## config.mk

```make
export PLATFORM = sky130hd
export DESIGN_NAME = mem_port_arbiter
export DESIGN_NICKNAME = d
export VERILOG_FILES = /design/src/rtl/mem_port_arbiter.sv
export SDC_FILE = /design/constraint.sdc
export NUM_CORES = 1
export LEC_CHECK = 0
export BUFFER_PORTS_ARGS = -buffer_cell sky130_fd_sc_hd__clkbuf_2
export CAP_MARGIN = 40
export CORE_AREA = 2 2 113 115
export DETAILED_ROUTE_END_ITERATION = 8
export DIE_AREA = 0 0 115 117
export GPL_TIMING_DRIVEN = 0
export PLACE_DENSITY = 0.84
export SYNTH_ARGS = -nofsm -noshare
export SYNTH_HDL_FRONTEND = slang
export SYNTH_SLANG_ARGS = --single-unit
```

## constraint.sdc

```tcl
create_clock -name CLK -period 3.95 [get_ports CLK]
set_clock_uncertainty 0.1 [all_clocks]
set_input_delay 0.1975 -clock CLK [delete_from_list [all_inputs] [get_ports CLK]]
set_output_delay 0.1975 -clock CLK [all_outputs]
set_load 0.01 [all_outputs]
```

## src/rtl/mem_port_arbiter.sv

```systemverilog
// mem_port_arbiter
//   Shares one single-ported, variable-latency memory between the CPU
//   instruction-fetch port and the data load/store port. One transaction is
//   in flight at a time. Its address, write data and size are latched at
//   grant. Completion comes back as a one-cycle ack with registered read data.
//   When both ports request at once, the port that did not win last time is
//   granted.
//
// Ports
//   CLK, Reset          clock, synchronous active-high reset
//   i_req/i_addr        fetch request (held until i_ack) and address
//   i_ack/i_rdata       fetch completion pulse and fetched word
//   i_stall             fetch port waiting (i_req & ~i_ack)
//   d_rd_en/d_wr_en     load / store request (held until d_ack)
//   d_addr/d_wdata      data address, store data
//   d_type              transfer size/sign code
//   d_ack/d_rdata       data completion pulse and load data (0 for stores)
//   d_stall             data port waiting
//   err                 pulses with the ack of a timed-out transaction
//   timeout_flag        sticky timeout indicator, cleared only by Reset
//   mem_req/mem_we      memory request (held through BUSY), write enable
//   mem_addr/mem_wdata  latched address and write data
//   mem_type            latched size code (word for fetches)
//   mem_ack/mem_rdata   memory completion and read data

module mem_port_arbiter #(
  parameter int ADDR_W  = 32,
  parameter int DATA_W  = 32,
  parameter int TIMEOUT = 255
) (
  input  logic              CLK,
  input  logic              Reset,
  input  logic              i_req,
  input  logic [ADDR_W-1:0] i_addr,
  output logic              i_ack,
  output logic [DATA_W-1:0] i_rdata,
  output logic              i_stall,
  input  logic              d_rd_en,
  input  logic              d_wr_en,
  input  logic [ADDR_W-1:0] d_addr,
  input  logic [DATA_W-1:0] d_wdata,
  input  logic [2:0]        d_type,
  output logic              d_ack,
  output logic [DATA_W-1:0] d_rdata,
  output logic              d_stall,
  output logic              err,
  output logic              timeout_flag,
  output logic              mem_req,
  output logic              mem_we,
  output logic [ADDR_W-1:0] mem_addr,
  output logic [DATA_W-1:0] mem_wdata,
  output logic [2:0]        mem_type,
  input  logic              mem_ack,
  input  logic [DATA_W-1:0] mem_rdata
);

  // The counter only has to reach TIMEOUT-1. When TIMEOUT is 0 it may wrap
  // freely because the timeout compare is disabled.
  localparam int CNT_W = (TIMEOUT < 2) ? 1 : $clog2(TIMEOUT);
  localparam logic [CNT_W-1:0] CNT_LAST = CNT_W'(TIMEOUT - 1);
  localparam logic [2:0] TYPE_WORD = 3'b010;

  typedef enum logic [2:0] {
    IDLE   = 3'd0,
    BUSY_I = 3'd1,
    BUSY_D = 3'd2,
    RESP_I = 3'd3,
    RESP_D = 3'd4
  } state_t;

  state_t              state_reg, state_next;
  logic                last_d_reg, last_d_next;   // 1 = last grant went to data
  logic [CNT_W-1:0]    cnt_reg, cnt_next;
  logic                we_reg, we_next;
  logic [ADDR_W-1:0]   addr_reg, addr_next;
  logic [DATA_W-1:0]   wdata_reg, wdata_next;
  logic [2:0]          type_reg, type_next;
  logic [DATA_W-1:0]   i_rdata_reg, i_rdata_next;
  logic [DATA_W-1:0]   d_rdata_reg, d_rdata_next;
  logic                err_reg, err_next;
  logic                tflag_reg, tflag_next;

  logic d_req;
  logic grant_d;
  logic timed_out;

  assign d_req     = d_rd_en | d_wr_en;
  assign timed_out = (TIMEOUT != 0) && (cnt_reg == CNT_LAST);

  always_ff @(posedge CLK) begin
    if (Reset) begin
      state_reg   <= IDLE;
      last_d_reg  <= 1'b0;
      cnt_reg     <= '0;
      we_reg      <= 1'b0;
      addr_reg    <= '0;
      wdata_reg   <= '0;
      type_reg    <= '0;
      i_rdata_reg <= '0;
      d_rdata_reg <= '0;
      err_reg     <= 1'b0;
      tflag_reg   <= 1'b0;
    end else begin
      state_reg   <= state_next;
      last_d_reg  <= last_d_next;
      cnt_reg     <= cnt_next;
      we_reg      <= we_next;
      addr_reg    <= addr_next;
      wdata_reg   <= wdata_next;
      type_reg    <= type_next;
      i_rdata_reg <= i_rdata_next;
      d_rdata_reg <= d_rdata_next;
      err_reg     <= err_next;
      tflag_reg   <= tflag_next;
    end
  end

  always_comb begin
    state_next   = state_reg;
    last_d_next  = last_d_reg;
    cnt_next     = '0;
    we_next      = we_reg;
    addr_next    = addr_reg;
    wdata_next   = wdata_reg;
    type_next    = type_reg;
    i_rdata_next = i_rdata_reg;
    d_rdata_next = d_rdata_reg;
    err_next     = 1'b0;
    tflag_next   = tflag_reg;
    grant_d      = 1'b0;

    unique case (state_reg)
      IDLE: begin
        if (i_req || d_req) begin
          // Data wins a tie unless it also won the previous grant.
          grant_d = d_req && !(i_req && last_d_reg);
          if (grant_d) begin
            state_next  = BUSY_D;
            last_d_next = 1'b1;
            we_next     = d_wr_en;  // rd and wr both high is a store
            addr_next   = d_addr;
            wdata_next  = d_wdata;
            type_next   = d_type;
          end else begin
            state_next  = BUSY_I;
            last_d_next = 1'b0;
            we_next     = 1'b0;
            addr_next   = i_addr;
            wdata_next  = '0;
            type_next   = TYPE_WORD;
          end
        end
      end

      BUSY_I: begin
        cnt_next = cnt_reg + 1'b1;
        if (mem_ack) begin
          i_rdata_next = mem_rdata;
          state_next   = RESP_I;
        end else if (timed_out) begin
          i_rdata_next = '0;
          err_next     = 1'b1;
          tflag_next   = 1'b1;
          state_next   = RESP_I;
        end
      end

      BUSY_D: begin
        cnt_next = cnt_reg + 1'b1;
        if (mem_ack) begin
          d_rdata_next = we_reg ? '0 : mem_rdata;
          state_next   = RESP_D;
        end else if (timed_out) begin
          d_rdata_next = '0;
          err_next     = 1'b1;
          tflag_next   = 1'b1;
          state_next   = RESP_D;
        end
      end

      // Requests still high here are not sampled, so each request yields one ack.
      RESP_I, RESP_D: state_next = IDLE;

      default: state_next = IDLE;
    endcase
  end

  assign mem_req      = (state_reg == BUSY_I) || (state_reg == BUSY_D);
  assign mem_we       = we_reg;
  assign mem_addr     = addr_reg;
  assign mem_wdata    = wdata_reg;
  assign mem_type     = type_reg;
  assign i_ack        = (state_reg == RESP_I);
  assign d_ack        = (state_reg == RESP_D);
  assign i_rdata      = i_rdata_reg;
  assign d_rdata      = d_rdata_reg;
  assign err          = err_reg;
  assign timeout_flag = tflag_reg;
  assign i_stall      = i_req & ~i_ack;
  assign d_stall      = d_req & ~d_ack;

endmodule

```

==> results.sh <==
export IMPL_outcome="finished, final reports clean"
export IMPL_ys_seq_area_frac=0.511
export IMPL_cts_clk_slew_worst_paths_ps=60
export IMPL_nets=1221
export IMPL_timing_fmax_ghz=0.341
export IMPL_clock_latency_ps=430
export IMPL_area_delta_synth_final_pct=61.4
export IMPL_dieArea_mm2=0.0135
export IMPL_critPathMaxFanout=10
export IMPL_port_buffers=275
export IMPL_path_cells="dlygate4sd3_1 -> clkbuf_2 -> a2bb2oi_1 -> clkbuf_1 -> nand2_1 -> a311oi_1 -> dlygate4sd3_1"
export IMPL_maxSlewViolCount=0
export IMPL_cts_sinks=146
export IMPL_relSlewSlack=0.450
export IMPL_vias=6766
export IMPL_cts_buffer_depth=2
export IMPL_max_stage_delay_ps=690
export IMPL_crit_arrival_ps=3200
export IMPL_multi_input_area_mm2=0.00252
export IMPL_crit_type="in2reg"
export IMPL_syn_cell_area_mm2=0.00572
export IMPL_grt_pass1_wl_um=32800
export IMPL_min_path_type="in2reg"
export IMPL_nFillCells=765
export IMPL_drt_total_wl_um=21900
export IMPL_ant_nets=0
export IMPL_power_density_mw_per_mm2=534
export IMPL_die_x_um=115
export IMPL_hold_slack_ps=27.0
export IMPL_syn_nets=795
export IMPL_grt_overflow=0
export IMPL_cp_required_ps=4220
export IMPL_synth_edf_count=0
export IMPL_fin_crit_sh=0.743
export IMPL_path_delay_family="buffers and inverters"
export IMPL_synth_top_area_cell="dfxtp_1"
export IMPL_drc=0
export IMPL_fin_ws_ps=1020
export IMPL_drtIter0Drc=652
export IMPL_p_leak_uw=0.00438
export IMPL_cpMostUsedCell="dlygate4sd3_1"
export IMPL_hpwlAfterDp_um=12600
export IMPL_avgRoutedWirePerCell_um=17.6
export IMPL_cts_tree="yes"
export IMPL_cp_num_buf_inv=4
export IMPL_crit_slowest_cell="a2bb2oi_1"
export IMPL_drive_gt1_frac=0.296
export IMPL_die_height_um=117
export IMPL_hold_viol=0
export IMPL_synthesis_area_per_instance_um2=8.72
export IMPL_min_period_ps=2930
export IMPL_ys_warn_count=0
export IMPL_antenna_cells=0
export IMPL_peakVddDrop_mv=0.336
export IMPL_grt_pass1_vias=6667
export IMPL_grt_setup_unrepaired="no"
export IMPL_synthTopCellsByCount="dfxtp_1 (146), nand2_1 (132), nor2_1 (85)"
export IMPL_worstSetupStartpointType="input pin"
export IMPL_drtPass1Iterations=5
export IMPL_synth_distinct_cells=37
export IMPL_place_gp_congestion=0.828
export IMPL_antenna_found_initial=0
export IMPL_initial_utilization=0.465
export IMPL_fp_row_count=41
export IMPL_grt_start_max_net_pins=17
export IMPL_yosys_top_cells_area="dfxtp_1 (51%), nand2_1 (8.7%), mux2i_1 (5.8%), nor2_1 (5.6%), a311oi_1 (4.9%)"
export IMPL_synth_cells=656
export IMPL_worstMarginPinSlew_ps=822
export IMPL_fin_tns_setup_ps=0
export IMPL_setup_viol=0
export IMPL_place_ws_ps=1790
export IMPL_regArea_mm2=0.00292
export IMPL_io_pins=276
export IMPL_yosysMostFrequentCell="dfxtp_1"
export IMPL_cp_end_kind="flop"
export IMPL_core_mm2=0.0123
export IMPL_root_buffer="clkbuf_16"
export IMPL_avgViaCountPerCell=5.43
export IMPL_grt_util_all_layers=0.314
export IMPL_synthDominantCellAreaShare=0.511
export IMPL_cts_buffers=17
export IMPL_ys_flop_type="dfxtp_1"
export IMPL_async_reset_ff_frac=0
export IMPL_cts_htree_levels=4
export IMPL_cts_resized=0
export IMPL_synth_seq_cells=146
export IMPL_maxCapViolCount=0
[what timing repair did]
action | CTS | global route
endpoints found under the setup margin | 0 | 0
endpoints found under the hold margin | 132 | 0
hold buffers | 132 | 0
setup buffers | 0 | 0
[per-layer routing]
metal | share of wire | GRT usage
met3 | 0.080 | 0.0968
met2 | 0.50 | 0.559
met4 | 0.043 | 0.157
met1 | 0.37 | 0.339
met5 | 0 | 0
[layout by cell type (no fill, tap or decap), types with 17 or more instances in the layout]
cell type / count
a22oi_1: 35
o21ai_0: 33
mux2i_1: 33
clkbuf_1: 40
nand2_1: 132
dfxtp_1: 146
nor2_1: 85
a21oi_1: 36
dlygate4sd3_1: 132
a311oi_1: 32
nand2b_1: 33
clkbuf_16: 17
clkbuf_2: 275
[per-stage QoR]
step	power, uW	area, um^2	utilization	std cells
final	4930	9240	0.750	1245
after global routing	5130	9240	0.750	1245
after CTS	4830	9240	0.750	1245
after detailed placement	2930	7280	0.592	1081
after global placement	2910	7280	0.592	1081
after floorplan	2480	5720	-	656
[layout make-up]
cell class | instances | share of cell area
Buffer | 54 | 0.0294
Clock buffer | 23 | 0.0518
Clock inverter | 9 | 0.0164
Inverter | 2 | 0.000813
Multi-Input combinational cell | 454 | 0.273
Sequential cell | 146 | 0.316
Tap cell | 150 | 0.0203
Timing Repair Buffer | 407 | 0.292
[cells by family after synthesis]
logic type | Yosys count | share of synthesized area
buffers and inverters | 56 | 0.0488
XOR/XNOR | 6 | 0.00919
AO/OA/AOI/OAI | 141 | 0.164
multiplexers | 33 | 0.0577
AND/OR/NAND/NOR | 272 | 0.205
flip-flops | 146 | 0.511
adder cells (fa/ha/maj) | 2 | 0.00437
[power by group]
part	total [uW]	switching, uW	internal [uW]
Sequential	1800	125	1670
Clock	1730	623	1110
Combinational	1410	790	618
[worst reg2reg max path, cell delays in order, from the launching register on]
cell and delay, ps:
dfxtp_1 320, a2bb2oi_1 670, clkbuf_1 490, nand2_1 150
a311oi_1 350, dlygate4sd3_1 620
[worst paths after layout]
check	startpoint	end	slack, ps	cells past startpoint
worst min-delay path	mem_ack	err	30	4
worst max-delay path	d_wr_en	mem_addr[28]	1020	7
worst max register to register	last_d_reg	mem_addr[28]	1190	5
worst min register to register	d_rdata[21]	d_rdata[21]	370	2
Power figures use the tool's default switching activity.
